==> src/rtl/input_port_buffer_pkg.sv <==
// Shared switch parameters for input_port_buffer: output-port indices, port count
// and flit header field placement helpers.
package input_port_buffer_pkg;

  localparam int PORT_N  = 5;
  localparam int ROUTE_W = $clog2(PORT_N);

  typedef enum logic [ROUTE_W-1:0] {
    LOCAL = 3'd0,
    NORTH = 3'd1,
    EAST  = 3'd2,
    SOUTH = 3'd3,
    WEST  = 3'd4
  } port_e;

  localparam int DEF_DATA_WIDTH = 8;
  localparam int DEF_X_W        = 2;
  localparam int DEF_Y_W        = 2;

  // Header layout is {dst_x, dst_y, payload} with dst_x in the MSBs.
  function automatic int x_lsb(input int data_width, input int x_w);
    return data_width - x_w;
  endfunction

  function automatic int y_lsb(input int data_width, input int x_w, input int y_w);
    return data_width - x_w - y_w;
  endfunction

endpackage

==> src/rtl/input_port_buffer_xy_route_calc.sv <==
// Combinational dimension-ordered (X then Y) routing: destination coordinates
// to the output-port index of this router.
module xy_route_calc
  import input_port_buffer_pkg::*;
#(
  parameter int X_W     = DEF_X_W,
  parameter int Y_W     = DEF_Y_W,
  parameter int X_CORD  = 0,
  parameter int Y_CORD  = 0,
  parameter int ROUTE_W = input_port_buffer_pkg::ROUTE_W
) (
  input  logic [X_W-1:0]     dst_x,
  input  logic [Y_W-1:0]     dst_y,
  output logic [ROUTE_W-1:0] route
);

  localparam logic [X_W-1:0] X_HERE = X_W'(X_CORD);
  localparam logic [Y_W-1:0] Y_HERE = Y_W'(Y_CORD);

  // X is resolved completely before Y is considered.
  always_comb begin
    route = ROUTE_W'(LOCAL);
    if (dst_x > X_HERE) begin
      route = ROUTE_W'(EAST);
    end else if (dst_x < X_HERE) begin
      route = ROUTE_W'(WEST);
    end else if (dst_y > Y_HERE) begin
      route = ROUTE_W'(SOUTH);
    end else if (dst_y < Y_HERE) begin
      route = ROUTE_W'(NORTH);
    end
  end

endmodule

==> src/rtl/input_port_buffer.sv <==
// Per-port ingress FIFO of the mesh switch with registered pop data and XY route.
// Optional almost_full_o output is enabled by defining INPUT_BUF_ALMOST_FULL_EN.
module input_port_buffer
  import input_port_buffer_pkg::*;
#(
  parameter int DATA_WIDTH = DEF_DATA_WIDTH,
  parameter int FIFO_DEPTH = 4,
  parameter int X_W        = DEF_X_W,
  parameter int Y_W        = DEF_Y_W,
  parameter int X_CORD     = 0,
  parameter int Y_CORD     = 0,
  parameter int PORT_N     = input_port_buffer_pkg::PORT_N
) (
  input  logic                       clk_i,
  input  logic                       rst_ni,
  input  logic                       wr_en_i,
  input  logic [DATA_WIDTH-1:0]      data_i,
  output logic                       full_o,
  input  logic                       rd_en_i,
  output logic                       empty_o,
  output logic [DATA_WIDTH-1:0]      data_o,
  output logic [$clog2(PORT_N)-1:0]  route_o,
  output logic                       overflow_o
`ifdef INPUT_BUF_ALMOST_FULL_EN
  ,
  output logic                       almost_full_o
`endif
);

  localparam int PTR_W = $clog2(FIFO_DEPTH);
  localparam int CNT_W = PTR_W + 1;
  localparam int RT_W  = $clog2(PORT_N);
  localparam int XL    = x_lsb(DATA_WIDTH, X_W);
  localparam int YL    = y_lsb(DATA_WIDTH, X_W, Y_W);

  logic [DATA_WIDTH-1:0] mem [FIFO_DEPTH];
  logic [PTR_W-1:0]      wr_ptr;
  logic [PTR_W-1:0]      rd_ptr;
  logic [CNT_W-1:0]      count;
  logic                  push;
  logic                  pop;
  logic [DATA_WIDTH-1:0] head;
  logic [RT_W-1:0]       head_route;

  assign full_o  = (count == CNT_W'(FIFO_DEPTH));
  assign empty_o = (count == '0);
  assign push    = wr_en_i && !full_o;
  assign pop     = rd_en_i && !empty_o;
  assign head    = mem[rd_ptr];

`ifdef INPUT_BUF_ALMOST_FULL_EN
  assign almost_full_o = (count >= CNT_W'(FIFO_DEPTH - 1));
`endif

  xy_route_calc #(
    .X_W     (X_W),
    .Y_W     (Y_W),
    .X_CORD  (X_CORD),
    .Y_CORD  (Y_CORD),
    .ROUTE_W (RT_W)
  ) u_route (
    .dst_x (head[XL +: X_W]),
    .dst_y (head[YL +: Y_W]),
    .route (head_route)
  );

  // Storage is not reset; the pointers and count define which entries are live.
  always_ff @(posedge clk_i) begin
    if (push) begin
      mem[wr_ptr] <= data_i;
    end
  end

  always_ff @(posedge clk_i or negedge rst_ni) begin
    if (!rst_ni) begin
      wr_ptr <= '0;
      rd_ptr <= '0;
      count  <= '0;
    end else begin
      if (push) wr_ptr <= wr_ptr + PTR_W'(1);
      if (pop)  rd_ptr <= rd_ptr + PTR_W'(1);
      case ({push, pop})
        2'b10:   count <= count + CNT_W'(1);
        2'b01:   count <= count - CNT_W'(1);
        default: count <= count;
      endcase
    end
  end

  // A pop only sees entries already stored, so a write into an empty buffer is never bypassed.
  always_ff @(posedge clk_i or negedge rst_ni) begin
    if (!rst_ni) begin
      data_o     <= '0;
      route_o    <= '0;
      overflow_o <= 1'b0;
    end else begin
      if (pop) begin
        data_o  <= head;
        route_o <= head_route;
      end
      if (wr_en_i && full_o) begin
        overflow_o <= 1'b1;
      end
    end
  end

  a_not_full_and_empty : assert property (@(posedge clk_i) disable iff (!rst_ni)
    !(full_o && empty_o));
  a_count_bounded : assert property (@(posedge clk_i) disable iff (!rst_ni)
    count <= CNT_W'(FIFO_DEPTH));
  a_no_wr_ptr_move_when_full : assert property (@(posedge clk_i) disable iff (!rst_ni)
    (wr_en_i && full_o) |=> $stable(wr_ptr));
  a_no_rd_ptr_move_when_empty : assert property (@(posedge clk_i) disable iff (!rst_ni)
    (rd_en_i && empty_o) |=> $stable(rd_ptr));

endmodule

==> config.mk <==
export PLATFORM = sky130hd
export DESIGN_NAME = input_port_buffer
export DESIGN_NICKNAME = d
export VERILOG_FILES = /design/src/rtl/input_port_buffer_pkg.sv /design/src/rtl/input_port_buffer_xy_route_calc.sv /design/src/rtl/input_port_buffer.sv
export SDC_FILE = /design/constraint.sdc
export NUM_CORES = 1
export LEC_CHECK = 0
export ABC_AREA = 1
export BUFFER_PORTS_ARGS = -buffer_cell sky130_fd_sc_hd__buf_2
export CAP_MARGIN = 20
export CORE_ASPECT_RATIO = 0.8
export CORE_MARGIN = 8
export CORE_UTILIZATION = 55
export DETAILED_ROUTE_END_ITERATION = 8
export HOLD_SLACK_MARGIN = 0.03
export PLACE_DENSITY = 0.76
export SKIP_LAST_GASP = 1
export SLEW_MARGIN = 20
export SYNTH_ARGS = -nofsm -noshare
export SYNTH_HDL_FRONTEND = slang
export SYNTH_SLANG_ARGS = --single-unit
==> constraint.sdc <==
create_clock -name clk_i -period 2.25 [get_ports clk_i]
set_clock_uncertainty 0.05 [all_clocks]
set_input_delay 0 -clock clk_i [delete_from_list [all_inputs] [get_ports clk_i]]
set_output_delay 0 -clock clk_i [all_outputs]
set_load 0.05 [all_outputs]
==> flow_summary.json <==
{
  "status": "finished clean",
  "cts-root-buf": "clkbuf_8",
  "antenna_found_initial": 0,
  "first_global_vias": 1320,
  "syn_to_final_growth_pct": 17.4,
  "syn-cell-area_um2": 2070,
  "grtUsageMet3": 0.0556,
  "routed-via-count": 1328,
  "synthCells": 178,
  "wirelength_um": 3880,
  "rsz0062_at_grt": "false",
  "tns_ps": 0,
  "ys_async_sr_fraction": 0.360,
  "crit_path_max_incr_delay_ps": 420,
  "p_sw_frac": 0.440,
  "cp-end-kind": "flop",
  "holdCritPathClass": "input port to asynchronous set/reset pin",
  "yosysWarnings": 0,
  "p_sw_uw": 1470,
  "first_pass_iters": 4,
  "grt_max_degree": 19,
  "clk_latency_ps": 310,
  "grt_pass1_wl_um": 6510,
  "arrival_ps": 2220,
  "numCtsBuffers": 5,
  "boundaryPins": 26,
  "crit_family": "adder cells",
  "hold_viol": 0,
  "seqPwrFrac": 0.437,
  "synth.avg_cell_area_um2": 11.6,
  "power.total_uw": 3350,
  "cap_violations": 0,
  "path_buf_inv": 1,
  "clock-sinks": 50,
  "initial_core_util": 0.558,
  "rows": 20,
  "path_class": "flop to flop",
  "core-area_um2": 3700,
  "clkSlewWorstSetupHoldPaths_ps": 90,
  "dieArea_um2": 5990,
  "clockBufferDepth": 2,
  "final-seq-area_um2": 1410,
  "grt_use_met2": 0.215,
  "cp_cell_sequence": "nor2_2 -> nand2_1 -> nand2_4 -> ha_1 -> inv_1 -> fa_1 -> a21oi_1 -> o21ai_0 -> xor2_1",
  "synth_top_area_share": 0.465,
  "fin_crit_sh": 0.925,
  "p_leak_uw": 0.00102,
  "fill_cells": 299,
  "fmax_mhz": 481,
  "port_buffers": 24,
  "nets": 236,
  "synth_edf_count": 32,
  "crit_fanout": 8,
  "overflow": 0,
  "synth_seq_cells": 50,
  "cp-start-kind": "flop",
  "slew_violations": 0,
  "tightest_slew_ps": 640,
  "pwr_density_cell_nw_per_um2": 1380,
  "synth_top_flop_cell": "edfxtp_1",
  "n_antenna_cell": 0,
  "grt-busiest-layer": "met2",
  "vias_per_cell": 5.05,
  "intPower_uw": 1880,
  "ir_drop_v": 0.000706,
  "die_w_um": 84.5,
  "drc": 0,
  "design_area_um2": 2430,
  "p_clk_frac": 0.154,
  "cts_max_level": 2,
  "cp_slowest_cell": "dfrtp_1",
  "multi_input_area_um2": 549,
  "dp_hpwl_um": 2620,
  "synth_fp_nets": 196,
  "layout_min_cycle_time_ps": 2080,
  "place_area_um2": 2220,
  "post_drt_wl_per_cell_um": 14.7,
  "die_y_um": 70.8,
  "setup_viol": 0,
  "netlist_top_cells_area": "edfxtp_1, dfrtp_1, nor2_1, nand2_1, o21ai_0",
  "yosys.cell_count.top_type": "nor2_1",
  "utilization": 0.655,
  "antenna_left": 0,
  "synth_top_area_cell": "edfxtp_1",
  "ys_types": 23,
  "ys_seq_area_frac": 0.683,
  "drive_gt1_frac": 0.196,
  "pwr-share-comb": 0.409,
  "grtUsageTotal": 0.141,
  "cts_tree": "done",
  "grt.met1_usage": 0.171,
  "cp_data_required_time_ps": 2390,
  "routabilityCongestion": 0.740,
  "max_slew_margin": 0.574,
  "synth_common_cells": "nor2_1, edfxtp_1, nand2_1",
  "drtIter0Drc": 133
}
[path summary, 6_finish.rpt]
kind                       cells after the start  startpoint        end  slack (ps)
max                                            9    count[0]   count[2]         170
min                                            2      rst_ni  rd_ptr[1]         100
max reg2reg                                    9    count[0]   count[2]         170
min reg2reg                                    2   data_o[7]  data_o[7]         440
max in group asynchronous                      2      rst_ni  data_o[2]        1760
min in group clk_i                             2   data_i[1]  mem[0][1]         390
[cell type report]
cell class,instances,area share
Clock inverter,3,0.00825
Inverter,15,0.0253
Tap cell,44,0.0227
Clock buffer,5,0.0284
Multi-Input combinational cell,107,0.226
Timing Repair Buffer,39,0.107
Sequential cell,50,0.582
[cell usage in the layout (no fill, tap or decap), drive strengths merged]
cell type	Yosys	final
nor2	34	34
dlygate4sd3	0	11
dfrtp	18	18
clkbuf	0	5
nand3	10	10
a31oi	4	4
ha	5	5
conb	1	1
xnor2	1	1
nand2	31	31
clkinvlp	0	1
buf	6	28
fa	1	1
xor2	3	3
clkinv	0	1
a31o	1	1
edfxtp	32	32
o21ai	13	13
a21oi	3	3
inv	15	16
[cell families (layout without fill, tap and decap cells)]
group,count (synthesis),count (layout),share of synthesized area
AND/OR/NAND/NOR,75,75,0.150
buffers and inverters,21,62,0.0539
flip-flops,50,50,0.683
AO/OA/AOI/OAI,21,21,0.0551
adder cells (fa/ha/maj),6,6,0.0400
other,1,1,0.00181
XOR/XNOR,4,4,0.0170
[routing by layer]
metal	vias to the layer above	part of all wire
li1	665	-
met1	628	0.44
met2	28	0.48
met3	7	0.063
met4	0	0.019
met5	-	0
[through the flow]
| step | hold slack (ps) | instances | setup WS (ps) |
|---|---|---|---|
| 2_1_floorplan | -346 | 178 | 374 |
| 3_3_place_gp | -103 | 244 | 313 |
| 3_5_place_dp | -99.0 | 244 | 140 |
| 4_1_cts | 101 | 263 | 124 |
| 5_1_grt | 144 | 263 | 16.5 |
| 6_report | 95.9 | 263 | 169 |
[repair_timing]
item | 4_1_cts | 5_1_grt
endpoints found under the hold margin | 56 | 0
setup buffers | 0 | 0
gates resized for setup | 0 | 1
hold buffers | 11 | 0
endpoints found under the setup margin | 0 | 1
[state kept, by name (all words and copies together) (netlist names)]
signal,flops
data_o,8
rd_ptr,2
wr_ptr,2
count,3
overflow_o,1
mem,32
route_o,2
[power groups by stage]
stage | clock network [uW] | logic [uW] | registers (uW)
after floorplan | 0 | 809 | 1690
after detailed placement | 0 | 1360 | 1490
after CTS | 526 | 1380 | 1470
after global routing | 563 | 1540 | 1500
final | 517 | 1370 | 1460
after global placement | 0 | 1300 | 1460
Power figures use the tool's default switching activity.
